## src/rtl/branch_redirect_ctrl_if.sv

```systemverilog
// Bundle between the EX-stage branch decision, fetch and the redirect sequencer.
// master = pipeline/EX side driving decisions, slave = the sequencer.
interface branch_redirect_ctrl_if;
  logic        ex_valid;
  logic        ex_is_cond_branch;
  logic [1:0]  decision;
  logic [31:0] pcrel_target;
  logic [31:0] reg_target;
  logic        fetch_ready;
  logic        ctr_clr;
  logic        pc_load;
  logic [31:0] redirect_pc;
  logic        flush_if_id;
  logic        flush_id_ex;
  logic        flush_ex_mem;
  logic        stall_override;
  logic        misalign_err;
  logic [15:0] cnt_cond;
  logic [15:0] cnt_taken;
  logic [15:0] cnt_jalr;
  logic [15:0] cnt_hold;

  modport master (
    output ex_valid, ex_is_cond_branch, decision, pcrel_target, reg_target,
           fetch_ready, ctr_clr,
    input  pc_load, redirect_pc, flush_if_id, flush_id_ex, flush_ex_mem,
           stall_override, misalign_err, cnt_cond, cnt_taken, cnt_jalr, cnt_hold
  );

  modport slave (
    input  ex_valid, ex_is_cond_branch, decision, pcrel_target, reg_target,
           fetch_ready, ctr_clr,
    output pc_load, redirect_pc, flush_if_id, flush_id_ex, flush_ex_mem,
           stall_override, misalign_err, cnt_cond, cnt_taken, cnt_jalr, cnt_hold
  );
endinterface

```

## src/rtl/branch_redirect_ctrl.sv

```systemverilog
// Branch/jump redirect sequencer: registered PC redirect, 3-stage squash,
// fetch-hold while imem is busy, and saturating control-flow counters.
module brc_sat_ctr (
  input  logic        clk,
  input  logic        rst_n,
  input  logic        clr,
  input  logic        inc,
  output logic [15:0] cnt
);
  logic [15:0] cnt_q, cnt_d;

  always_comb begin
    cnt_d = cnt_q;
    if (clr)                       cnt_d = 16'h0000;
    else if (inc && cnt_q != 16'hFFFF) cnt_d = cnt_q + 16'd1;
  end

  always_ff @(posedge clk) begin
    if (!rst_n) cnt_q <= 16'h0000;
    else        cnt_q <= cnt_d;
  end

  assign cnt = cnt_q;
endmodule

module branch_redirect_ctrl (
  input  logic                   clk,
  input  logic                   rst_n,
  branch_redirect_ctrl_if.slave  bus
);
  localparam int NUM_CTR = 4;
  localparam logic [0:0] RUN      = 1'b0;
  localparam logic [0:0] REDIRECT = 1'b1;

  localparam logic [1:0] DEC_PCREL = 2'b01;
  localparam logic [1:0] DEC_REG   = 2'b10;

  logic [0:0]  state_q, state_d;
  logic [31:0] redirect_pc_q, redirect_pc_d;
  logic        misalign_q, misalign_d;

  logic        in_run, in_redir, accept;
  logic [31:0] sel_tgt;
  logic [NUM_CTR-1:0]       ctr_inc;
  logic [NUM_CTR-1:0][15:0] ctr_val;

  assign in_run   = (state_q == RUN);
  assign in_redir = (state_q == REDIRECT);
  // Decision 11 falls out as "no redirect" because only 01/10 accept.
  assign accept   = in_run && bus.ex_valid &&
                    (bus.decision == DEC_PCREL || bus.decision == DEC_REG);

  always_comb begin
    sel_tgt = bus.pcrel_target;
    if (bus.decision == DEC_REG) sel_tgt = {bus.reg_target[31:1], 1'b0};
  end

  always_comb begin
    state_d       = state_q;
    redirect_pc_d = redirect_pc_q;
    misalign_d    = misalign_q;
    case (state_q)
      RUN: begin
        if (accept) begin
          state_d       = REDIRECT;
          redirect_pc_d = {sel_tgt[31:2], 2'b00};
          if (sel_tgt[1]) misalign_d = 1'b1;
        end
      end
      default: begin
        if (bus.fetch_ready) state_d = RUN;
      end
    endcase
    if (bus.ctr_clr) misalign_d = 1'b0;
  end

  always_ff @(posedge clk) begin
    if (!rst_n) begin
      state_q       <= RUN;
      redirect_pc_q <= 32'h0000_0000;
      misalign_q    <= 1'b0;
    end else begin
      state_q       <= state_d;
      redirect_pc_q <= redirect_pc_d;
      misalign_q    <= misalign_d;
    end
  end

  // Counter order: cond, taken, jalr, hold.
  assign ctr_inc[0] = in_run && bus.ex_valid && bus.ex_is_cond_branch;
  assign ctr_inc[1] = accept;
  assign ctr_inc[2] = accept && (bus.decision == DEC_REG);
  assign ctr_inc[3] = in_redir && !bus.fetch_ready;

  generate
    for (genvar g = 0; g < NUM_CTR; g++) begin : g_ctr
      brc_sat_ctr u_ctr (
        .clk   (clk),
        .rst_n (rst_n),
        .clr   (bus.ctr_clr),
        .inc   (ctr_inc[g]),
        .cnt   (ctr_val[g])
      );
    end
  endgenerate

  assign bus.pc_load        = in_redir;
  assign bus.flush_if_id    = in_redir;
  assign bus.flush_id_ex    = in_redir;
  assign bus.flush_ex_mem   = in_redir;
  assign bus.stall_override = in_redir;
  assign bus.redirect_pc    = redirect_pc_q;
  assign bus.misalign_err   = misalign_q;
  assign bus.cnt_cond       = ctr_val[0];
  assign bus.cnt_taken      = ctr_val[1];
  assign bus.cnt_jalr       = ctr_val[2];
  assign bus.cnt_hold       = ctr_val[3];
endmodule

```

## src/flat_wrapper.sv

```systemverilog
// flat-port wrapper written by rule: the top's interface ports become plain ports
module branch_redirect_ctrl_flat 
  (clk, rst_n, bus_ex_valid, bus_ex_is_cond_branch, bus_decision, bus_pcrel_target, bus_reg_target, bus_fetch_ready, bus_ctr_clr, bus_pc_load, bus_redirect_pc, bus_flush_if_id, bus_flush_id_ex, bus_flush_ex_mem, bus_stall_override, bus_misalign_err, bus_cnt_cond, bus_cnt_taken, bus_cnt_jalr, bus_cnt_hold);
  branch_redirect_ctrl_if bus_i ();
  input  logic clk;
  input  logic rst_n;
  input wire logic [$bits(bus_i.ex_valid)-1:0] bus_ex_valid;
  input wire logic [$bits(bus_i.ex_is_cond_branch)-1:0] bus_ex_is_cond_branch;
  input wire logic [$bits(bus_i.decision)-1:0] bus_decision;
  input wire logic [$bits(bus_i.pcrel_target)-1:0] bus_pcrel_target;
  input wire logic [$bits(bus_i.reg_target)-1:0] bus_reg_target;
  input wire logic [$bits(bus_i.fetch_ready)-1:0] bus_fetch_ready;
  input wire logic [$bits(bus_i.ctr_clr)-1:0] bus_ctr_clr;
  output wire logic [$bits(bus_i.pc_load)-1:0] bus_pc_load;
  output wire logic [$bits(bus_i.redirect_pc)-1:0] bus_redirect_pc;
  output wire logic [$bits(bus_i.flush_if_id)-1:0] bus_flush_if_id;
  output wire logic [$bits(bus_i.flush_id_ex)-1:0] bus_flush_id_ex;
  output wire logic [$bits(bus_i.flush_ex_mem)-1:0] bus_flush_ex_mem;
  output wire logic [$bits(bus_i.stall_override)-1:0] bus_stall_override;
  output wire logic [$bits(bus_i.misalign_err)-1:0] bus_misalign_err;
  output wire logic [$bits(bus_i.cnt_cond)-1:0] bus_cnt_cond;
  output wire logic [$bits(bus_i.cnt_taken)-1:0] bus_cnt_taken;
  output wire logic [$bits(bus_i.cnt_jalr)-1:0] bus_cnt_jalr;
  output wire logic [$bits(bus_i.cnt_hold)-1:0] bus_cnt_hold;
  assign bus_i.ex_valid = bus_ex_valid;
  assign bus_i.ex_is_cond_branch = bus_ex_is_cond_branch;
  assign bus_i.decision = bus_decision;
  assign bus_i.pcrel_target = bus_pcrel_target;
  assign bus_i.reg_target = bus_reg_target;
  assign bus_i.fetch_ready = bus_fetch_ready;
  assign bus_i.ctr_clr = bus_ctr_clr;
  assign bus_pc_load = bus_i.pc_load;
  assign bus_redirect_pc = bus_i.redirect_pc;
  assign bus_flush_if_id = bus_i.flush_if_id;
  assign bus_flush_id_ex = bus_i.flush_id_ex;
  assign bus_flush_ex_mem = bus_i.flush_ex_mem;
  assign bus_stall_override = bus_i.stall_override;
  assign bus_misalign_err = bus_i.misalign_err;
  assign bus_cnt_cond = bus_i.cnt_cond;
  assign bus_cnt_taken = bus_i.cnt_taken;
  assign bus_cnt_jalr = bus_i.cnt_jalr;
  assign bus_cnt_hold = bus_i.cnt_hold;
  branch_redirect_ctrl u_core (.clk(clk), .rst_n(rst_n), .bus(bus_i));
endmodule
```

## config.mk

```make
export PLATFORM = sky130hd
export DESIGN_NAME = branch_redirect_ctrl_flat
export DESIGN_NICKNAME = d
export VERILOG_FILES = /design/src/rtl/branch_redirect_ctrl_if.sv /design/src/rtl/branch_redirect_ctrl.sv /design/src/flat_wrapper.sv
export SDC_FILE = /design/constraint.sdc
export NUM_CORES = 1
export LEC_CHECK = 0
export BUFFER_PORTS_ARGS = -buffer_cell sky130_fd_sc_hd__buf_2
export CAP_MARGIN = 20
export CELL_PAD_IN_SITES_DETAIL_PLACEMENT = 0
export CELL_PAD_IN_SITES_GLOBAL_PLACEMENT = 1
export CORE_MARGIN = 1
export CORE_UTILIZATION = 33
export DETAILED_ROUTE_END_ITERATION = 8
export PLACE_DENSITY = 0.78
export SLEW_MARGIN = 20
export SYNTH_ARGS = -nofsm -noshare
export SYNTH_HDL_FRONTEND = slang
export SYNTH_SLANG_ARGS = --single-unit
```

## constraint.sdc

```tcl
create_clock -name clk -period 1.9 [get_ports clk]
set_input_delay 0.19 -clock clk [delete_from_list [all_inputs] [get_ports clk]]
set_output_delay 0.19 -clock clk [all_outputs]
set_load 0.03 [all_outputs]
```

==> flow_summary_export.csv, run 1 <==
group,metric,value,unit
worst_setup_path,cpPeakStageDelay,460,ps
place,io_buffers,169,
floorplanning,rows,44,
place,gp_congestion,0.817,
routing,routed_via_density,5.32,
timing,max_clock_freq,557,MHz
clock_network,cts_buffers,9,
clock_network,clk_pin_slew_worst_paths,70,ps
cells_and_area,seq_area,0.00194,mm²
floorplanning,initial_core_util,33.6,%
timing,finalSetupViolations,0,
place,dp_hpwl,9960,µm
floorplanning,coreArea,0.0145,mm²
cells_and_area,multi_input_area,0.00281,mm²
power_and_ir_drop,max-vdd-ir-drop,0.000417,V
cells_and_area,drive_above_1_share,35.1,%
worst_setup_path,crit_type,"reg2reg",
routing,drt_pre_antenna_iters,4,
synth,synth_edf_count,0,
synth,synth_cell_types,58,
global_routing,grt_overflow,0,
clock_network,root_buffer,"clkbuf_16",
worst_setup_path,critPathRequiredTime,2180,ps
power_and_ir_drop,leakage,2.93,nW
cells_and_area,layout_common_cells,"169 x buf_2, 82 x dfxtp_1, 65 x nand2_1",
routing,first_iter_violations,294,
timing,final_hold_viol_count,0,
place,dp_cells,897,
worst_setup_path,cp_slowest_cell,"or4_1",
floorplanning,pin_count,174,
synth,ys_warn_count,0,
global_routing,grt_pass1_vias,4450,
routing,drc,0,
synth,ys_seq_area_share,39.5,%
clock_network,tritoncts,"done",
timing,finClkSkew,5.79,ps
synth,synth_top_area_share,39.5,%
global_routing,grt_pass1_wl,21500,µm
routing,vias,4860,
clock_network,h-tree-depth,3,
timing,finalMaxSlewViolations,0,
job,cap_violations,0,
status,status,"completed",
global_routing,grt_max_degree,38,
timing,maxSlewHeadroom,64.3,%
floorplanning,die_w,123,µm
routing,wire_per_inst,14.7,µm
floorplanning,die_area,0.0152,mm²
cells_and_area,final_common_cell,"buf_2",
cells_and_area,nNetsFinal,801,
clock_network,cts.hold.buffers_added,0,
worst_setup_path,worstPathCellList,"nand4_1, or2_4, or4_1, a21oi_1",
synth,synth.area.top_cells,"dfxtp_1 40%, mux2i_1 7.4%, o211a_1 6.4%, nand2_1 5.0%, a21oi_1 4.0%",
global_routing,antenna_found_initial,0,
worst_hold_path,hold_class,"in2reg",
global_routing,grt_use_total,17.9,%
timing,fin_ws,106,ps
worst_setup_path,worstPathArrival,2080,ps
worst_setup_path,crit_fanout,6,
synth,syn_area,0.00486,mm²
synth,syn_avg_cell_area,8.96,µm²
synth,async_reset_ff_share,0,%
power_and_ir_drop,p_per_area,688,mW/mm²
synth,netlist_instances,543,
floorplanning,die_h,123,µm
routing,wirelength,13400,µm
place,place_ws,-110,ps
synth,synth_ff_type,"dfxtp_1",
worst_setup_path,worstSetupStartpointType,"register",
clock_network,clockBufferDepth,2,
cells_and_area,n_antenna_cell,0,
worst_setup_path,end_kind,"register",
timing,rsz0062_at_grt,"yes",
timing,layout_min_cycle_time,1790,ps
worst_setup_path,worstPathBufferInverterCount,0,
power_and_ir_drop,p_total,4.41,mW
timing,worst_slew_pin_slew,531,ps
cells_and_area,stdcell_count,913,
timing,hold_ws,178,ps
timing,min_period_over_period,94.4,%
synth,ys_ff_latch,96,
worst_setup_path,critPathTopFamily,"simple AND/OR/NAND/NOR gates",
cells_and_area,syn2layout_area_growth,32.0,%
routing,ant_nets,0,
clock_network,clk_latency,350,ps
clock_network,clock_sinks,96,
synth,synth_top_area_cell,"dfxtp_1",
cells_and_area,n_fill_cell,1439,
==> repair_timing <==
item,CTS,global route
resized for setup,0,7
hold endpoints to repair,0,0
buffers inserted,0,0
endpoints found under the setup margin,0,9
==> logic make-up after synthesis <==
family | share of synthesized area (%)
compound gates | 20.4
mux | 7.64
flops | 39.5
xor+xnor | 0.540
fa+ha+maj | 1.29
simple gates | 26.4
other cells | 0.0771
buf+inv | 4.12
==> worst reg2reg max path, cell delays in order, from the launching register on <==
cell and delay (ps):
dfxtp_1 420, nand4_1 340, or2_4 360, or4_1 460
a21oi_1 150
==> power breakdown <==
part           internal (mW)  leakage (nW)  switching (mW)
clock network          0.893         0.129           0.829
registers               2.07         0.786          0.0354
logic                  0.230          2.02           0.353
total                   3.20          2.93            1.22
==> metrics by stage <==
step,utilization [%],cell area [µm²],setup TNS (ps)
6_report,44.3,6420,0
5_1_grt,44.3,6420,-43.6
4_1_cts,44.0,6380,0
2_1_floorplan,-,4900,0
3_3_place_gp,42.1,6100,-205
3_5_place_dp,42.1,6100,-368
==> worst paths after layout <==
kind                                                      to  cells after the start                                 startpoint  slack (ps)
setup / recovery  u_core.g_ctr[1].u_ctr.cnt[13]$_SDFFE_PP0P_                      4  u_core.g_ctr[1].u_ctr.cnt[9]$_SDFFE_PP0P_         110
hold / removal       u_core.bus.redirect_pc[16]$_SDFFE_PN0P_                      4                       bus_pcrel_target[16]         180
setup reg to reg  u_core.g_ctr[1].u_ctr.cnt[13]$_SDFFE_PP0P_                      4  u_core.g_ctr[1].u_ctr.cnt[9]$_SDFFE_PP0P_         110
hold reg to reg    u_core.g_ctr[0].u_ctr.cnt[1]$_SDFFE_PP0P_                      2  u_core.g_ctr[0].u_ctr.cnt[1]$_SDFFE_PP0P_         490
==> per-layer routing <==
| layer | track usage (%) | part of all wire [%] | vias to the layer above |
|---|---|---|---|
| li1 | - | - | 2447 |
| met1 | 21.9 | 44 | 2257 |
| met2 | 30.0 | 47 | 146 |
| met3 | 4.80 | 7.1 | 10 |
| met4 | 6.85 | 1.3 | 0 |
| met5 | 0 | 0 | - |
==> cells in the mapped netlist (2+ instances only) <==
cell / n
a211oi_1: 4
a21oi_1: 39
a31oi_1: 2
a41o_1: 2
and2_1: 2
and3_1: 5
and4_1: 7
buf_1: 3
buf_2: 4
buf_4: 6
clkbuf_1: 23
dfxtp_1: 96
ha_1: 5
inv_1: 7
mux2i_1: 36
nand2_1: 65
nand2b_1: 6
nand3_1: 24
nand4_1: 17
nand4_2: 2
nand4b_1: 2
nor2_1: 16
nor2b_1: 2
nor3_1: 9
nor4_1: 5
nor4_2: 4
o211a_1: 31
o211ai_1: 4
o21ai_0: 15
o21ai_1: 3
o311ai_1: 5
o31ai_1: 18
o41ai_1: 7
o41ai_2: 2
or3_1: 18
or4_1: 24
xor2_1: 2
==> sequential cells by signal (all words and copies together), names as in the netlist <==
signal and flops:
u_core.bus.misalign_err 1, u_core.g_ctr.u_ctr.cnt 64, u_core.bus.flush_ex_mem 1, u_core.bus.redirect_pc 30
==> area by class of cell <==
type / count / share of cell area (%)
tap: 184 / 3.59
clock inverter: 6 / 0.721
clock buffer: 10 / 3.57
sequential: 96 / 30.2
inverter: 7 / 0.409
timing repair buffer: 206 / 17.7
multi-input combinational: 404 / 43.8
Note: power is estimated with default switching activity, not from simulation.
==> run 2: changes to the inputs <==
==> constraint.sdc (replaced) <==
create_clock -name clk -period 1.9 [get_ports clk]
set_input_delay 0.095 -clock clk [delete_from_list [all_inputs] [get_ports clk]]
set_output_delay 0.095 -clock clk [all_outputs]
set_load 0.03 [all_outputs]
==> run 2 against run 1 <==
- global-route usage decreased by 0.14 points
- power increased by 0.88%
- first-iteration DRC count decreased by 19%
- critical endpoint is now u_core.g_ctr[2].u_ctr.cnt[7]$_SDFFE_PP0P_
- largest cell class unchanged
==> flow_summary_export.csv, run 2 (synthesis gave the netlist of run 1 again) <==
group,metric,value,unit
status,status,"completed",
timing,rsz0062_at_grt,"no",
timing,final_hold_viol_count,0,
cells_and_area,finish.utilization,44.3,%
cells_and_area,n_antenna_cell,0,
worst_setup_path,critPathRequiredTime,2170,ps
clock_network,root_buffer,"clkbuf_16",
clock_network,cts_buffers,9,
power_and_ir_drop,netSwitchingFraction,27.8,%
clock_network,tritoncts,"done",
power_and_ir_drop,clock_power_share,39.7,%
timing,maxSlewHeadroom,66.1,%
cells_and_area,largest_register_ffs,64,
floorplanning,die_h,123,µm
worst_setup_path,cpPeakStageDelay,410,ps
worst_hold_path,hold_class,"in2reg",
timing,min_period_over_period,95.9,%
timing,finalMaxSlewViolations,0,
routing,ant_nets,0,
power_and_ir_drop,max-vdd-ir-drop,0.000373,V
global_routing,grt_use_total,17.8,%
power_and_ir_drop,p_seq_share,47.4,%
routing,vias,4918,
routing,drc,0,
routing,wirelength,13400,µm
power_and_ir_drop,leakage,2.95,nW
cells_and_area,layout_common_cells,"169 x buf_2, 82 x dfxtp_1, 65 x nand2_1",
place,gp_congestion,0.846,
clock_network,clock_sinks,96,
worst_setup_path,end_kind,"register",
worst_setup_path,crit_fanout,10,
power_and_ir_drop,p_per_area,694,mW/mm²
routing,routed_via_density,5.37,
power_and_ir_drop,combPwrFrac,13.0,%
clock_network,clk_pin_slew_worst_paths,70,ps
timing,worst_slew_pin_slew,503,ps
global_routing,grt_overflow,0,
floorplanning,die_w,123,µm
global_routing,grt_pass1_wl,21300,µm
worst_setup_path,cp_slowest_cell,"or4_1",
cells_and_area,final_area,0.00641,mm²
cells_and_area,syn2layout_area_growth,31.9,%
clock_network,clockBufferDepth,2,
place,dp_hpwl,9970,µm
floorplanning,coreArea,0.0145,mm²
timing,finalSetupViolations,0,
job,cap_violations,0,
global_routing,grt_pass1_vias,4468,
routing,wire_per_inst,14.6,µm
floorplanning,rows,44,
cells_and_area,nNetsFinal,803,
worst_setup_path,crit_type,"reg2reg",
power_and_ir_drop,p_int,3.21,mW
cells_and_area,final_common_cell,"buf_2",
worst_setup_path,worstPathArrival,2090,ps
global_routing,grt_max_degree,34,
worst_setup_path,worstSetupStartpointType,"register",
floorplanning,initial_core_util,33.6,%
place,io_buffers,169,
timing,layout_min_cycle_time,1820,ps
routing,first_iter_violations,239,
cells_and_area,drive_above_1_share,35.2,%
clock_network,h-tree-depth,3,
routing,drt_pre_antenna_iters,5,
timing,finClkSkew,7.01,ps
place,place_area,0.00609,mm²
floorplanning,die_area,0.0152,mm²
power_and_ir_drop,p_switching,1.24,mW
timing,max_clock_freq,549,MHz
clock_network,clk_latency,350,ps
global_routing,antenna_found_initial,0,
floorplanning,pin_count,174,
worst_setup_path,worstPathCellList,"nand4bb_1, buf_4, or3_1, or4_1, a21oi_1",
[run 2: worst max-delay path, delay by kind of cell (launching register included)]
family / cells / cell delay (ps)
and+or+nand+nor: 3 / 1010
AOI/OAI and AO/OA: 1 / 180
buffers and inverters: 1 / 190
DFF: 1 / 360
[run 2: cell type report]
| cell class | count | area (µm²) |
|---|---|---|
| sequential | 96 | 1940 |
| inverter | 7 | 26.3 |
| clock buffer | 9 | 225 |
| fill | 1445 | 8060 |
| timing repair buffer | 208 | 1150 |
| tap | 184 | 230 |
| multi-input combinational | 404 | 2780 |
| clock inverter | 7 | 63.8 |
[run 2: repair_timing]
item,CTS,global route
hold buffers,0,0
setup endpoints to repair,0,10
resized for setup,0,3
setup buffers,0,2
[run 2: metal layers]
layer  vias up  wire (µm)  global-route usage (%)
met5         -          0                       0
met4         0        180                    6.55
met3        11        847                    4.15
met2       149       6340                    30.0
met1      2307       6040                    22.0
li1       2451          -                       -
[run 2: final timing paths]
path / startpoint / slack (ps) / end / cells after the start
worst max-delay path: u_core.bus.flush_ex_mem$_SDFF_PN0_ / 80 / u_core.g_ctr[2].u_ctr.cnt[7]$_SDFFE_PP0P_ / 5
worst min-delay path: bus_pcrel_target[22] / 90 / u_core.bus.redirect_pc[22]$_SDFFE_PN0P_ / 4
worst max register to register: u_core.bus.flush_ex_mem$_SDFF_PN0_ / 80 / u_core.g_ctr[2].u_ctr.cnt[7]$_SDFFE_PP0P_ / 5
worst min register to register: u_core.bus.misalign_err$_SDFFE_PP0P_ / 480 / u_core.bus.misalign_err$_SDFFE_PP0P_ / 2
[run 2: power by group through the flow]
stage	logic (mW)	registers, mW	clock network (mW)
final	0.577	2.11	1.77
after global routing	0.627	2.12	1.93
after CTS	0.583	2.11	1.84
after detailed placement	0.582	2.16	0
after global placement	0.575	2.15	0
after floorplan	0.245	2.28	0
[run 2: stage by stage]
step	TNS [ps]	total power [mW]	setup WS [ps]	hold slack [ps]	std cells
2_1_floorplan	0	2.52	6.55	241	544
3_3_place_gp	-60.0	2.73	-42.4	435	897
3_5_place_dp	-194	2.74	-102	448	897
4_1_cts	0	4.53	50.8	71.5	913
5_1_grt	0	4.68	9.24	86.3	915
6_report	0	4.45	77.0	87.7	915
==> run 3: changes to the inputs <==
--- a/config.mk
+++ b/config.mk
@@ -12,7 +12,7 @@
 export CORE_MARGIN = 1
 export CORE_UTILIZATION = 33
 export DETAILED_ROUTE_END_ITERATION = 8
-export PLACE_DENSITY = 0.78
+export PLACE_DENSITY_LB_ADDON = 0.1
 export SLEW_MARGIN = 20
 export SYNTH_ARGS = -nofsm -noshare
 export SYNTH_HDL_FRONTEND = slang
==> run 3 against run 2 <==
- sequential power about the same
- setup slack improved by 34 ps
- fmax is 1.9% higher
- non-clock buffer count grew 11
- combinational power hardly changed
==> flow_summary_export.csv, run 3 (synthesis gave the netlist of run 1 again) <==
group,metric,value,unit
worst_hold_path,hold_class,"in2reg",
floorplanning,rows,44,
routing,routed_via_density,5.39,
cells_and_area,syn2layout_area_growth,34.3,%
place,dp_hpwl,10000,µm
routing,drc,0,
cells_and_area,final_common_cell,"buf_2",
clock_network,postCtsSetupBuffers,0,
place,dp_cells,910,
floorplanning,pin_count,174,
routing,vias,4995,
timing,layout_min_cycle_time,1790,ps
timing,final_hold_viol_count,0,
timing,finClkSkew,9.71,ps
global_routing,grt_overflow,0,
floorplanning,coreArea,0.0145,mm²
power_and_ir_drop,p_seq_share,44.2,%
status,status,"completed",
worst_setup_path,crit_type,"reg2reg",
timing,finalMaxSlewViolations,0,
floorplanning,die_w,123,µm
cells_and_area,nNetsFinal,814,
timing,finalSetupViolations,0,
global_routing,grt_pass1_vias,4550,
clock_network,cts.hold.buffers_added,0,
routing,ant_nets,0,
power_and_ir_drop,leakage,3.02,nW
timing,min_period_over_period,94.2,%
clock_network,tritoncts,"done",
place,io_buffers,169,
worst_setup_path,worstPathArrival,2010,ps
timing,max_clock_freq,559,MHz
worst_setup_path,worstSetupStartpointType,"register",
clock_network,h-tree-depth,3,
worst_setup_path,crit_fanout,4,
global_routing,antenna_found_initial,0,
routing,drt_pre_antenna_iters,4,
clock_network,cts.repair.resized,0,
timing,setup_tns,0,ps
cells_and_area,largest_register_ffs,64,
job,cap_violations,0,
worst_setup_path,critPathRequiredTime,2120,ps
cells_and_area,n_antenna_cell,0,
cells_and_area,n_fill_cell,1456,
power_and_ir_drop,combPwrFrac,12.1,%
place,gp_congestion,0.783,
cells_and_area,stdcell_count,926,
power_and_ir_drop,p_int,3.58,mW
cells_and_area,drive_above_1_share,36.0,%
power_and_ir_drop,p_per_area,731,mW/mm²
floorplanning,initial_core_util,33.6,%
routing,wirelength,13500,µm
global_routing,grt_max_degree,32,
routing,first_iter_violations,276,
worst_setup_path,end_kind,"register",
clock_network,cts_buffers,9,
routing,wire_per_inst,14.6,µm
power_and_ir_drop,netSwitchingFraction,25.0,%
clock_network,clk_pin_slew_worst_paths,70,ps
floorplanning,die_area,0.0152,mm²
power_and_ir_drop,max-vdd-ir-drop,0.000484,V
cells_and_area,layout_common_cells,"169 x buf_2, 82 x dfxtp_1, 65 x nand2_1",
global_routing,grt_use_total,18.1,%
global_routing,grt_pass1_wl,21700,µm
power_and_ir_drop,clock_power_share,43.7,%
power_and_ir_drop,p_switching,1.19,mW
clock_network,clockBufferDepth,2,
clock_network,root_buffer,"clkbuf_16",
clock_network,clk_latency,350,ps
floorplanning,die_h,123,µm
clock_network,clock_sinks,96,
==> run 3: layer usage <==
layer  vias up  share of wire [%]  track usage, %
met5         -                  0               0
met4         0                2.1            8.06
met3        19                6.4            4.52
met2       163                 47            30.0
met1      2343                 45            22.1
li1       2470                  -               -
==> run 3: final timing paths <==
check	slack [ps]	cells after the start	from	endpoint
hold / removal	100	4	bus_pcrel_target[29]	u_core.bus.redirect_pc[29]$_SDFFE_PN0P_
setup reg to reg	110	6	u_core.g_ctr[1].u_ctr.cnt[0]$_SDFFE_PP0P_	u_core.g_ctr[1].u_ctr.cnt[0]$_SDFFE_PP0P_
setup / recovery	110	6	u_core.g_ctr[1].u_ctr.cnt[0]$_SDFFE_PP0P_	u_core.g_ctr[1].u_ctr.cnt[0]$_SDFFE_PP0P_
hold reg to reg	470	2	u_core.bus.misalign_err$_SDFFE_PP0P_	u_core.bus.misalign_err$_SDFFE_PP0P_
==> run 3: per-stage QoR <==
step | instance area [µm²] | worst slack [ps] | power, mW | hold WS (ps) | utilization, %
detailed placement | 6180 | -36.6 | 2.73 | 450 | 42.7
finish | 6530 | 111 | 4.77 | 96.8 | 45.1
CTS | 6510 | 78.9 | 4.84 | 82.4 | 45.0
floorplan | 4890 | 6.55 | 2.52 | 241 | -
global route | 6530 | -1.50 | 4.98 | 105 | 45.1
global placement | 6180 | -8.99 | 2.73 | 437 | 42.7
==> run 3: area by class of cell <==
class	count	area, µm²	share of cell area (%)
multi-input cells	404	2780	42.5
flip-flops and latches	96	1940	29.7
repair buffers	219	1220	18.7
well taps	184	230	3.52
clock buffers	10	229	3.51
clock inverters	6	108	1.65
inverters	7	26.3	0.402
==> run 3: worst max-delay path, stage by stage, from the launching register on <==
cell and delay [ps]:
dfxtp_1 380, ha_1 230, nand4_1 250, o41ai_4 410, buf_4 200, xor2_1 150
nor2_1 50
==> run 3: power by group through the flow <==
stage               logic, mW  registers [mW]  clock network (mW)
floorplan               0.245            2.28                   0
global placement        0.573            2.15                   0
detailed placement      0.579            2.15                   0
CTS                     0.581            2.11                2.15
global route            0.625            2.12                2.23
finish                  0.576            2.11                2.09
